### src/rtl/mult_div_unit.sv
// Iterative MIPS multiply/divide unit with architectural HI/LO registers.
// Shift-add multiply and restoring divide on magnitudes, one bit per cycle, sign fix-up last.
module mult_div_unit #(
    parameter int WIDTH = 32
) (
    input  logic             clock,
    input  logic             reset,
    input  logic             start,
    input  logic [1:0]       op,
    input  logic [WIDTH-1:0] a,
    input  logic [WIDTH-1:0] b,
    input  logic             mthi,
    input  logic             mtlo,
    output logic             busy,
    output logic             done,
    output logic [WIDTH-1:0] hi,
    output logic [WIDTH-1:0] lo,
    output logic             div_by_zero
);

    localparam int CW = $clog2(WIDTH);

    typedef enum logic [1:0] {IDLE, RUN, FIX} state_t;

    state_t             state, state_nxt;
    logic [CW-1:0]      cnt;
    logic               is_div;
    logic               qneg;      // product / quotient sign
    logic               rneg;      // remainder sign (dividend sign)
    logic               b_zero;
    logic [WIDTH-1:0]   opnd;      // |a| for multiply, |b| for divide
    logic [2*WIDTH-1:0] work;

    logic               signed_op;
    logic [WIDTH-1:0]   abs_a, abs_b;
    logic [WIDTH:0]     add_sum;
    logic [WIDTH:0]     sh_hi;
    logic [WIDTH:0]     diff;
    logic [2*WIDTH-1:0] mul_nxt, div_nxt;
    logic [WIDTH-1:0]   quo, rem;

    assign busy = (state != IDLE);

    always_comb begin
        signed_op = ~op[0];
        abs_a     = (signed_op && a[WIDTH-1]) ? -a : a;
        abs_b     = (signed_op && b[WIDTH-1]) ? -b : b;

        // shift-add: conditionally add multiplicand into the upper half, then shift right
        add_sum   = {1'b0, work[2*WIDTH-1:WIDTH]} + {1'b0, opnd};
        mul_nxt   = work[0] ? {add_sum, work[WIDTH-1:1]} : {1'b0, work[2*WIDTH-1:1]};

        // restoring divide: the partial remainder stays below the divisor, so the
        // borrow bit of diff alone decides whether the subtraction is kept
        sh_hi     = work[2*WIDTH-1:WIDTH-1];
        diff      = sh_hi - {1'b0, opnd};
        div_nxt   = diff[WIDTH] ? {work[2*WIDTH-2:0], 1'b0}
                                : {diff[WIDTH-1:0], work[WIDTH-2:0], 1'b1};

        quo       = work[WIDTH-1:0];
        rem       = work[2*WIDTH-1:WIDTH];
    end

    always_comb begin
        state_nxt = state;
        case (state)
            IDLE:    if (start) state_nxt = RUN;
            RUN:     if (cnt == CW'(WIDTH-1)) state_nxt = FIX;
            FIX:     state_nxt = IDLE;
            default: state_nxt = IDLE;
        endcase
    end

    always_ff @(posedge clock) begin
        if (!reset) begin
            state       <= IDLE;
            cnt         <= '0;
            is_div      <= 1'b0;
            qneg        <= 1'b0;
            rneg        <= 1'b0;
            b_zero      <= 1'b0;
            opnd        <= '0;
            work        <= '0;
            hi          <= '0;
            lo          <= '0;
            done        <= 1'b0;
            div_by_zero <= 1'b0;
        end else begin
            state <= state_nxt;
            done  <= 1'b0;
            case (state)
                IDLE: begin
                    if (start) begin
                        is_div      <= op[1];
                        qneg        <= signed_op & (a[WIDTH-1] ^ b[WIDTH-1]);
                        rneg        <= signed_op & a[WIDTH-1];
                        b_zero      <= (b == '0);
                        opnd        <= op[1] ? abs_b : abs_a;
                        work        <= op[1] ? {{WIDTH{1'b0}}, abs_a} : {{WIDTH{1'b0}}, abs_b};
                        cnt         <= '0;
                        div_by_zero <= 1'b0;
                    end else begin
                        if (mthi) hi <= a;
                        if (mtlo) lo <= a;
                    end
                end
                RUN: begin
                    work <= is_div ? div_nxt : mul_nxt;
                    cnt  <= cnt + CW'(1);
                end
                FIX: begin
                    done <= 1'b1;
                    if (!is_div) begin
                        {hi, lo} <= qneg ? -work : work;
                    end else if (b_zero) begin
                        div_by_zero <= 1'b1;
                    end else begin
                        lo <= qneg ? -quo : quo;
                        hi <= rneg ? -rem : rem;
                    end
                end
                default: ;
            endcase
        end
    end

endmodule

### config.mk
export PLATFORM = sky130hd
export DESIGN_NAME = mult_div_unit
export DESIGN_NICKNAME = d
export VERILOG_FILES = /design/src/rtl/mult_div_unit.sv
export SDC_FILE = /design/constraint.sdc
export NUM_CORES = 1
export LEC_CHECK = 0
export CAP_MARGIN = 15
export CELL_PAD_IN_SITES_DETAIL_PLACEMENT = 0
export CELL_PAD_IN_SITES_GLOBAL_PLACEMENT = 1
export CORE_MARGIN = 10
export CORE_UTILIZATION = 32
export DETAILED_ROUTE_END_ITERATION = 10
export PLACE_DENSITY = 0.72
export SLEW_MARGIN = 25
export SYNTH_ARGS = -nofsm -noshare
export SYNTH_HDL_FRONTEND = slang
export SYNTH_SLANG_ARGS = --single-unit
### constraint.sdc
create_clock -name clock -period 3 [get_ports clock]
set_input_delay 0.6 -clock clock [delete_from_list [all_inputs] [get_ports clock]]
set_output_delay 0.6 -clock clock [all_outputs]
set_load 0.05 [all_outputs]
# Word-level counts from Yosys, hierarchy flattened
# Index checks and enable logic that the tools add are counted.
dict set report totals {
  elab_cells 80
  ff_bits 173
  in_bits 71
}
dict set report op_classes {
  mux 32
  n_bitwise 4
  add_sub_neg 8
  n_reduce_logical 13
  n_eq_ne 11
}
# operator n
set op_table {}
lappend op_table {{32-bit two-way mux} 14}
lappend op_table {{64-bit two-way mux} 5}
lappend op_table {{32-bit negation} 4}
lappend op_table {{32-bit case mux with 2 select lines} 2}
lappend op_table {{64-bit case mux with 2 select lines} 1}
lappend op_table {{64-bit negation} 1}
lappend op_table {{32-bit by 32-bit adder with 33-bit output} 1}
lappend op_table {{33-bit by 32-bit subtractor with 33-bit output} 1}
lappend op_table {{32-bit logical NOT} 1}
lappend op_table {{2-bit != test (second input constant)} 7}
lappend op_table {{4-bit AND reduction} 3}
lappend op_table {{5-bit case mux with 2 select lines} 1}
lappend op_table {{2-bit AND reduction} 3}
lappend op_table {{2-bit nonzero test} 3}
lappend op_table {{5-bit by 1-bit adder with 5-bit output (second input constant)} 1}
lappend op_table {{5-bit == test (second input constant)} 1}
lappend op_table {{5-bit two-way mux} 1}
lappend op_table {{1-bit two-way mux} 4}
lappend op_table {{2-bit two-way mux} 2}
lappend op_table {{2-bit case mux with 2 select lines} 1}
lappend op_table {{3-bit != test (second input constant)} 1}
lappend op_table {{1-bit bitwise AND} 2}
lappend op_table {{2-bit by 1-bit == test with 1-bit output (second input constant)} 1}
lappend op_table {{2-bit == test (second input constant)} 1}
lappend op_table {{other kinds (5)} 6}

# Depth between registers and ports, before layout
# Gate-level depths: netlist of the first run.
dict set report logic_depth {
  depth_word 6
  depth_mapped 14
  ltp_nobuf 12
}

# Worst setup path before layout of the first run
# No wires, ideal clock.
dict set report synth_path {
  path_kind {flip-flop to flip-flop}
  startpoint {register work[33]}
  endpoint {register work[59]}
  arrival_ns 2.908
  setup_ns 0.131
  required_time_ns 2.869
  setup_slack_ns -0.039
  stages_incl_launch_ff 12
  path_cell_list {dfxtp_1 > inv_1 > fa_1 > nand2b_1 > a21oi_2 > o21a_1 > a21oi_2 > or4_4 > a2111oi_4 > o21ai_0 > a311oi_1 > o31ai_1}
}
dict set report synth_between {
  elab_chain_cells 4
  word_cells_on_any_way 6
  cone_classes {add/sub: 2; mux: 4}
}
# item line_no
set synth_lines {}
lappend synth_lines {{from (decl)} 32} ;# logic [2*WIDTH-1:0] work;
lappend synth_lines {{from (signal assigned)} 99} ;# work <= op[1] ? {{WIDTH{1'b0}}, abs_a} : {{WIDTH{1'b0}}, abs_b};
lappend synth_lines {{from (signal assigned)} 108} ;# work <= is_div ? div_nxt : mul_nxt;
lappend synth_lines {{33-bit by 32-bit subtractor with 33-bit output / 32-bit by 32-bit adder with 33-bit output (equally long branches)} {56, 50}}
lappend synth_lines {{64-bit two-way mux (on tied branches)} {57, 51}}
lappend synth_lines {{64-bit two-way mux (*)} 108}
lappend synth_lines {{64-bit case mux with 2 select lines (*)} 91} ;# case (state)
# Mark *: on every way between the ends. The rest lies on a longest branch, timed or not.
# A chain may end at the register's enable or synchronous reset.

# Final worst setup path of the first run
dict set report layout_path {
  startpoint {register work[32]}
  endpoint {register work[55]}
}
# Same word-level chain as after synthesis.

==> results of run 1 <==
how the worst max path moves through the flow:
stage,startpoint,end,slack [ns],cells past startpoint
5_1_grt,work[32]$_SDFFE_PN0P_,work[59]$_SDFFE_PN0P_,-0.16,12
2_1_floorplan,opnd[0]$_SDFFE_PN0P_,work[59]$_SDFFE_PN0P_,0.004,12
3_3_place_gp,a[0],opnd[24]$_SDFFE_PN0P_,-0.41,12
4_1_cts,work[32]$_SDFFE_PN0P_,work[61]$_SDFFE_PN0P_,-0.06,12
6_report,work[32]$_SDFFE_PN0P_,work[55]$_SDFFE_PN0P_,-0.05,14
3_5_place_dp,a[1],work[29]$_SDFFE_PN0P_,-0.42,12
layer usage:
metal	share of wire, %	track usage (%)	routed length (µm)	vias up
li1	-	-	-	8350
met1	42	31.5	31000	8573
met2	46	39.8	33800	742
met3	6.8	3.91	4980	156
met4	4.5	11.5	3320	2
met5	0.016	0	12	-
synthesized netlist by cell type, types with 10 or more instances:
| library cell | n | area, µm² |
|---|---|---|
| and3_1 | 28 | 175 |
| buf_2 | 14 | 70.1 |
| and2_1 | 14 | 87.6 |
| clkbuf_1 | 127 | 477 |
| xnor2_1 | 84 | 736 |
| nor4_1 | 16 | 100 |
| a21oi_1 | 197 | 986 |
| inv_1 | 64 | 240 |
| dfxtp_1 | 173 | 3460 |
| a21boi_0 | 28 | 210 |
| a211oi_1 | 46 | 345 |
| nand2_1 | 262 | 983 |
| ha_1 | 70 | 876 |
| o211ai_1 | 50 | 375 |
| nor2_1 | 149 | 559 |
| nor3_1 | 49 | 245 |
| nand2b_1 | 19 | 119 |
| nor2b_1 | 52 | 325 |
| buf_1 | 10 | 37.5 |
| o21ai_0 | 174 | 871 |
| o31ai_1 | 21 | 158 |
| a32oi_1 | 11 | 96.3 |
| mux2i_1 | 60 | 601 |
| or3_1 | 20 | 125 |
| xor2_1 | 83 | 727 |
| nand3_1 | 30 | 150 |
| a31oi_1 | 26 | 163 |
| o21a_1 | 16 | 120 |
| a21o_1 | 23 | 173 |
| mux2_2 | 13 | 146 |
| o221ai_1 | 18 | 158 |
repair_timing:
item | CTS | global route
setup buffers | 7 | 10
pin swaps | 26 | 44
resized for setup | 59 | 91
setup endpoints to repair | 32 | 51
gates cloned | 2 | 0
cell families (layout without fill, tap and decap cells):
kind of cell	Yosys count	after routing	share of synthesized area, %
buf+inv	223	604	5.72
mux	73	73	4.84
compound gates	699	699	29.3
flops	173	173	22.4
xor+xnor	167	167	9.47
fa+ha+maj	72	72	5.93
simple gates	702	702	22.4
layout make-up:
| cell class | instances | area (µm²) | area share [%] |
|---|---|---|---|
| tap | 615 | 769 | 3.66 |
| sequential | 173 | 3500 | 16.6 |
| clock buffer | 20 | 467 | 2.22 |
| clock inverter | 12 | 136 | 0.649 |
| multi-input combinational | 1713 | 11600 | 55.4 |
| inverter | 65 | 244 | 1.16 |
| timing repair buffer | 507 | 4270 | 20.3 |
state kept, by name, summed over array words and instances, names as in the netlist:
register / count
b_zero: 1
cnt: 5
div_by_zero: 1
done: 1
hi: 32
is_div: 1
lo: 32
opnd: 32
qneg: 1
rneg: 1
state: 2
work: 64
power by group through the flow:
stage | registers [mW] | logic [mW] | clock network [mW]
3_5_place_dp | 2.64 | 3.63 | 0
4_1_cts | 2.59 | 3.83 | 2.39
2_1_floorplan | 2.75 | 1.92 | 0
6_report | 2.60 | 3.99 | 2.38
5_1_grt | 2.61 | 4.25 | 2.48
3_3_place_gp | 2.64 | 3.61 | 0
critical path, stage by stage (launching register included):
cell	delay, ns
dfxtp_2	0.36
ha_4	0.14
inv_2	0.04
fa_2	0.35
nand2b_4	0.17
a21oi_4	0.15
o21a_1	0.18
a21oi_2	0.08
or4_4	0.55
buf_4	0.17
a211oi_2	0.26
buf_4	0.16
mux2i_1	0.06
o21ai_1	0.14
o211ai_1	0.09
per-stage QoR:
stage | hold WS, ns | setup TNS, ns | instances | worst slack, ns
after detailed placement | 0.453 | -16.18 | 3057 | -0.421
after CTS | 0.463 | -0.198 | 3098 | -0.0590
after floorplan | 0.415 | 0 | 2109 | 0.00409
after global placement | 0.436 | -14.05 | 3057 | -0.415
after global routing | 0.481 | -1.24 | 3105 | -0.161
final | 0.460 | -0.107 | 3105 | -0.0466
==> flow_summary.json, run 1 <==
{
  "critPathKind": "reg -> reg",
  "grt_pass1_vias": 17225,
  "cts_buffers": 17,
  "r2r_end": "work[55]$_SDFFE_PN0P_",
  "grt_util_all_layers_pct": 24.6,
  "cts_max_level": 4,
  "pin_count": 138,
  "r2r_cells": 14,
  "peakVddDrop_mv": 0.397,
  "grt_pass1_wl_mm": 108,
  "syn_inst": 2109,
  "p_sw_mw": 3.51,
  "min_from": "hi[29]$_SDFFE_PN0P_",
  "cts.root.buffer_cell": "clkbuf_16",
  "tritoncts": "yes",
  "dp_hpwl_mm": 58.4,
  "vias_per_cell": 5.74,
  "die_h_um": 240,
  "post-route-period-util_pct": 102,
  "start_util_pct": 32.4,
  "synth.avg_cell_area_um2": 7.32,
  "wl_per_cell_um": 23.5,
  "hold_depth": 2,
  "via_count": 17823,
  "p_int_mw": 5.46,
  "worstPathRequired_ns": 3.32,
  "pwr-share-comb_pct": 44.5,
  "synth_edf_count": 0,
  "max_freq_mhz": 328,
  "maxCapViolCount": 0,
  "synth-main-ff-cell": "dfxtp_1",
  "timing.final.ws_setup_ns": -0.0466,
  "mostFrequentLayoutCell": "buf_4",
  "drtPass1Iterations": 8,
  "die_w_um": 240,
  "clk_pin_slew_ns": 0.08,
  "rrSetupSlack_ns": -0.05,
  "cts.sinks": 173,
  "rows": 80,
  "io_buffers": 137,
  "drt_iter0_drc": 1654,
  "layout-drive-gt1-share_pct": 23.2,
  "r2r_start": "work[32]$_SDFFE_PN0P_",
  "p_seq_share_pct": 29.0,
  "final_util_pct": 44.0,
  "coreArea_um2": 47700,
  "synthesis.nets": 2252,
  "synth_seq_cells": 173,
  "tightest_slew_ns": 1.08,
  "p_per_area_nw_per_um2": 427,
  "finalSetupViolCount": 3,
  "stdcell_area_um2": 21000,
  "period_minus_slack_ns": 3.05,
  "area_growth_syn_to_layout_pct": 36.1,
  "final_cell_mix": "buf_4, nand2_1, a21oi_1",
  "p_leak_nw": 8.55,
  "max-slew-margin-rel_pct": 28.3,
  "outcome": "finished, violations left",
  "report.final.hold_viol_count": 0,
  "fill_cells": 4839,
  "final_nets": 2620,
  "synthArstFlopShare_pct": 0,
  "grt-ovfl-total": 0,
  "grt_max_degree": 73,
  "synth.yosys.seq_area_share_pct": 22.4,
  "routed_wl_mm": 73.1,
  "dieArea_um2": 57500,
  "antenna_found_initial": 1,
  "ys_warn_count": 0,
  "worstPathMaxFanout": 5,
  "cp-start-kind": "flop",
  "routabilityCongestion": 0.986,
  "clkPwrFrac_pct": 26.5,
  "power.share.switching_pct": 39.1,
  "min_to": "hi[29]$_SDFFE_PN0P_",
  "clock_latency_ns": 0.47,
  "end_kind": "flop",
  "dpl-instance-area_um2": 19700,
  "clock_skew_ns": 0.0123,
  "worstPathArrival_ns": 3.37,
  "syn_area_um2": 15400,
  "diodes": 0,
  "slew_violations": 0,
  "hold_path_class": "reg -> reg",
  "antenna_left": 0,
  "drcViolationCount": 0,
  "clockBufferDepth": 2,
  "violations": "setup timing",
  "cts_hold_buf": 0,
  "power_mw": 8.97,
  "rsz0062_at_grt": "yes",
  "synth_cell_types": 93
}
No activity file was read; power rests on OpenSTA's default activity.
==> inputs of run 2 (changes only) <==
Settings changed: ABC_AREA set to 1, PLACE_DENSITY 0.72 to 0.75.
==> run 2 against run 1 <==
Compared with the run above: critical path depth increased by 2; worst setup slack improved by 0.19 ns; fmax increased by 6.8%; largest cell class unchanged; combinational power grew 9.8%; the run now ends clean; sequential share of layout area fell by 0.20 points; synthesized cell count is 50% higher.
==> flow_summary.json, run 2 <==
{
  "p_per_area_nw_per_um2": 456,
  "final_cell_mix": "nand2_1, inv_1, nand3_1",
  "grt_pass1_vias": 19963,
  "syn_inst": 3153,
  "power_mw": 9.61,
  "stdcell_area_um2": 21100,
  "end_kind": "flop",
  "critPathKind": "reg -> reg",
  "report.final.hold_viol_count": 0,
  "drtPass1Iterations": 7,
  "clock_latency_ns": 0.50,
  "cts_max_level": 4,
  "final_nets": 3482,
  "largest_register_ffs": 64,
  "synth.yosys.seq_area_share_pct": 19.9,
  "r2r_cells": 16,
  "rsz0062_at_grt": "no",
  "tightest_slew_ns": 0.806,
  "tritoncts": "yes",
  "rrSetupSlack_ns": 0.15,
  "antenna_found_initial": 0,
  "cpMostUsedCell": "nand2_1",
  "cts.root.buffer_cell": "clkbuf_16",
  "cts_setup_buffers": 0,
  "routed_wl_mm": 89.2,
  "synth_commonest_cells": "nand2_1, inv_1, nand3_1, nor2_1, a21oi_1",
  "stdcell_count": 4048,
  "dp_hpwl_mm": 72.4,
  "cp-endpoint": "work[63]$_SDFFE_PN0P_",
  "synth_edf_count": 0,
  "synthArstFlopShare_pct": 0,
  "max-slew-margin-rel_pct": 46.1,
  "path_delay_family": "simple AND/OR/NAND/NOR gates",
  "rows": 85,
  "vias_per_cell": 5.41,
  "timing.final.ws_setup_ns": 0.147,
  "clock_skew_ns": 0.0207,
  "regMostFlops": "work",
  "pin_count": 138,
  "post-route-period-util_pct": 95.1,
  "cts_buffers": 17,
  "cts.sinks": 173,
  "area_growth_syn_to_layout_pct": 21.0,
  "cts_hold_buf": 0,
  "antenna_left": 0,
  "finalSetupViolCount": 0,
  "cp-start-kind": "flop",
  "synthesis.nets": 3296,
  "synth-main-ff-cell": "dfxtp_1",
  "io_buffers": 137,
  "wl_per_cell_um": 22.0,
  "synth_top_cell_by_area": "dfxtp_1",
  "crit_cells": 16,
  "synthTopCellsByArea": "dfxtp_1, nand2_1, inv_1",
  "via_count": 21896,
  "worstPathArrival_ns": 3.29,
  "grt_util_all_layers_pct": 27.1,
  "hold_path_class": "reg -> reg",
  "period_minus_slack_ns": 2.85,
  "diodes": 0,
  "peakVddDrop_mv": 0.375,
  "drt_iter0_drc": 2620,
  "p_leak_nw": 10.1,
  "synth_top_area_share_pct": 19.9,
  "crit_start": "opnd[29]$_SDFFE_PN0P_",
  "die_h_um": 253,
  "ys_warn_count": 0,
  "maxCapViolCount": 0,
  "die_w_um": 253,
  "clk_pin_slew_ns": 0.08,
  "grt-ovfl-total": 0,
  "dp_cells": 4016,
  "coreArea_um2": 53800,
  "path_buf_inv": 3,
  "r2r_end": "work[63]$_SDFFE_PN0P_",
  "critical_path.slowest_cell": "dfxtp_1",
  "synth_cell_types": 46,
  "cts_resized": 0,
  "grt_max_degree": 73,
  "worstPathRequired_ns": 3.44,
  "mostFrequentLayoutCell": "nand2_1",
  "layout-drive-gt1-share_pct": 7.10,
  "synth_most_common_cell": "nand2_1",
  "slew_violations": 0,
  "routabilityCongestion": 1.01,
  "fin_tns_setup_ns": 0,
  "grt_pass1_wl_mm": 131,
  "clockBufferDepth": 2,
  "r2r_start": "opnd[29]$_SDFFE_PN0P_",
  "start_util_pct": 32.4,
  "worstPathMaxFanout": 9,
  "dieArea_um2": 64200,
  "drcViolationCount": 0,
  "syn_area_um2": 17400,
  "place_ws_ns": 0.150,
  "synth_seq_cells": 173,
  "max_freq_mhz": 350,
  "outcome": "finished clean",
  "dpl-instance-area_um2": 20400,
  "max_stage_delay_ns": 0.75,
  "synth.avg_cell_area_um2": 5.52,
  "worstPathCellList": "inv_1, ha_1, nand2_1, nor2_1, nand2_1, nand2_1, a21oi_1, nand2_2, nand2_4, nand2_2, buf_4, inv_2, nand2_1, nand3_1, nand2_1, a21oi_1"
}
==> run 2: cell type report <==
class,count,area (µm²)
fill,6080,32700
multi-input combinational,2397,11800
sequential,173,3470
timing repair buffer,293,2620
inverter,457,1720
tap,696,871
clock buffer,24,512
clock inverter,8,128
==> run 2: metrics by stage <==
step,hold slack (ns),util [%]
global route,0.507,39.2
CTS,0.466,39.2
finish,0.468,39.2
global placement,0.453,38.0
floorplan,0.438,-
detailed placement,0.455,38.0
==> run 2: power by group <==
| part | switching, mW | internal, mW | leakage (nW) |
|---|---|---|---|
| registers | 0.210 | 2.48 | 1.42 |
| logic | 2.98 | 1.39 | 8.33 |
| clock network | 1.09 | 1.45 | 0.309 |
==> run 2: worst reg2reg max path, delay by kind of cell (launching register included) <==
| family | cells | cell delay, ns |
|---|---|---|
| AOI/OAI and AO/OA | 2 | 0.36 |
| DFF | 1 | 0.75 |
| buffers and inverters | 3 | 0.42 |
| adders and majority gates | 1 | 0.38 |
| and+or+nand+nor | 10 | 0.88 |
==> run 2: cell families (layout without fill, tap and decap cells) <==
kind of cell / Yosys count / count (layout) / share of synthesized area (%)
AND/OR/NAND/NOR: 1619 / 1619 / 39.1
AO/OA/AOI/OAI: 646 / 646 / 20.1
buffers and inverters: 583 / 782 / 12.7
flip-flops: 173 / 173 / 19.9
adder cells (fa/ha/maj): 72 / 72 / 5.26
XOR/XNOR: 60 / 60 / 3.02
==> run 2: metal layers <==
metal / vias up / part of all wire (%) / wire (µm) / GRT usage (%)
met5: - / 0 / 0 / 0
met4: 0 / 4.1 / 3700 / 11.2
met3: 138 / 9.1 / 8110 / 5.04
met2: 1018 / 42 / 37600 / 40.3
met1: 10085 / 45 / 39800 / 37.6
li1: 10655 / - / - / -
==> run 2: worst min-delay path by stage <==
stage,endpoint,cells after the start,startpoint
floorplan,b_zero$_SDFFE_PN0P_,2,b_zero$_SDFFE_PN0P_
global placement,b_zero$_SDFFE_PN0P_,2,b_zero$_SDFFE_PN0P_
detailed placement,b_zero$_SDFFE_PN0P_,2,b_zero$_SDFFE_PN0P_
CTS,b_zero$_SDFFE_PN0P_,2,b_zero$_SDFFE_PN0P_
global route,lo[1]$_SDFFE_PN0P_,2,lo[1]$_SDFFE_PN0P_
finish,cnt[3]$_SDFFE_PN0P_,2,cnt[3]$_SDFFE_PN0P_
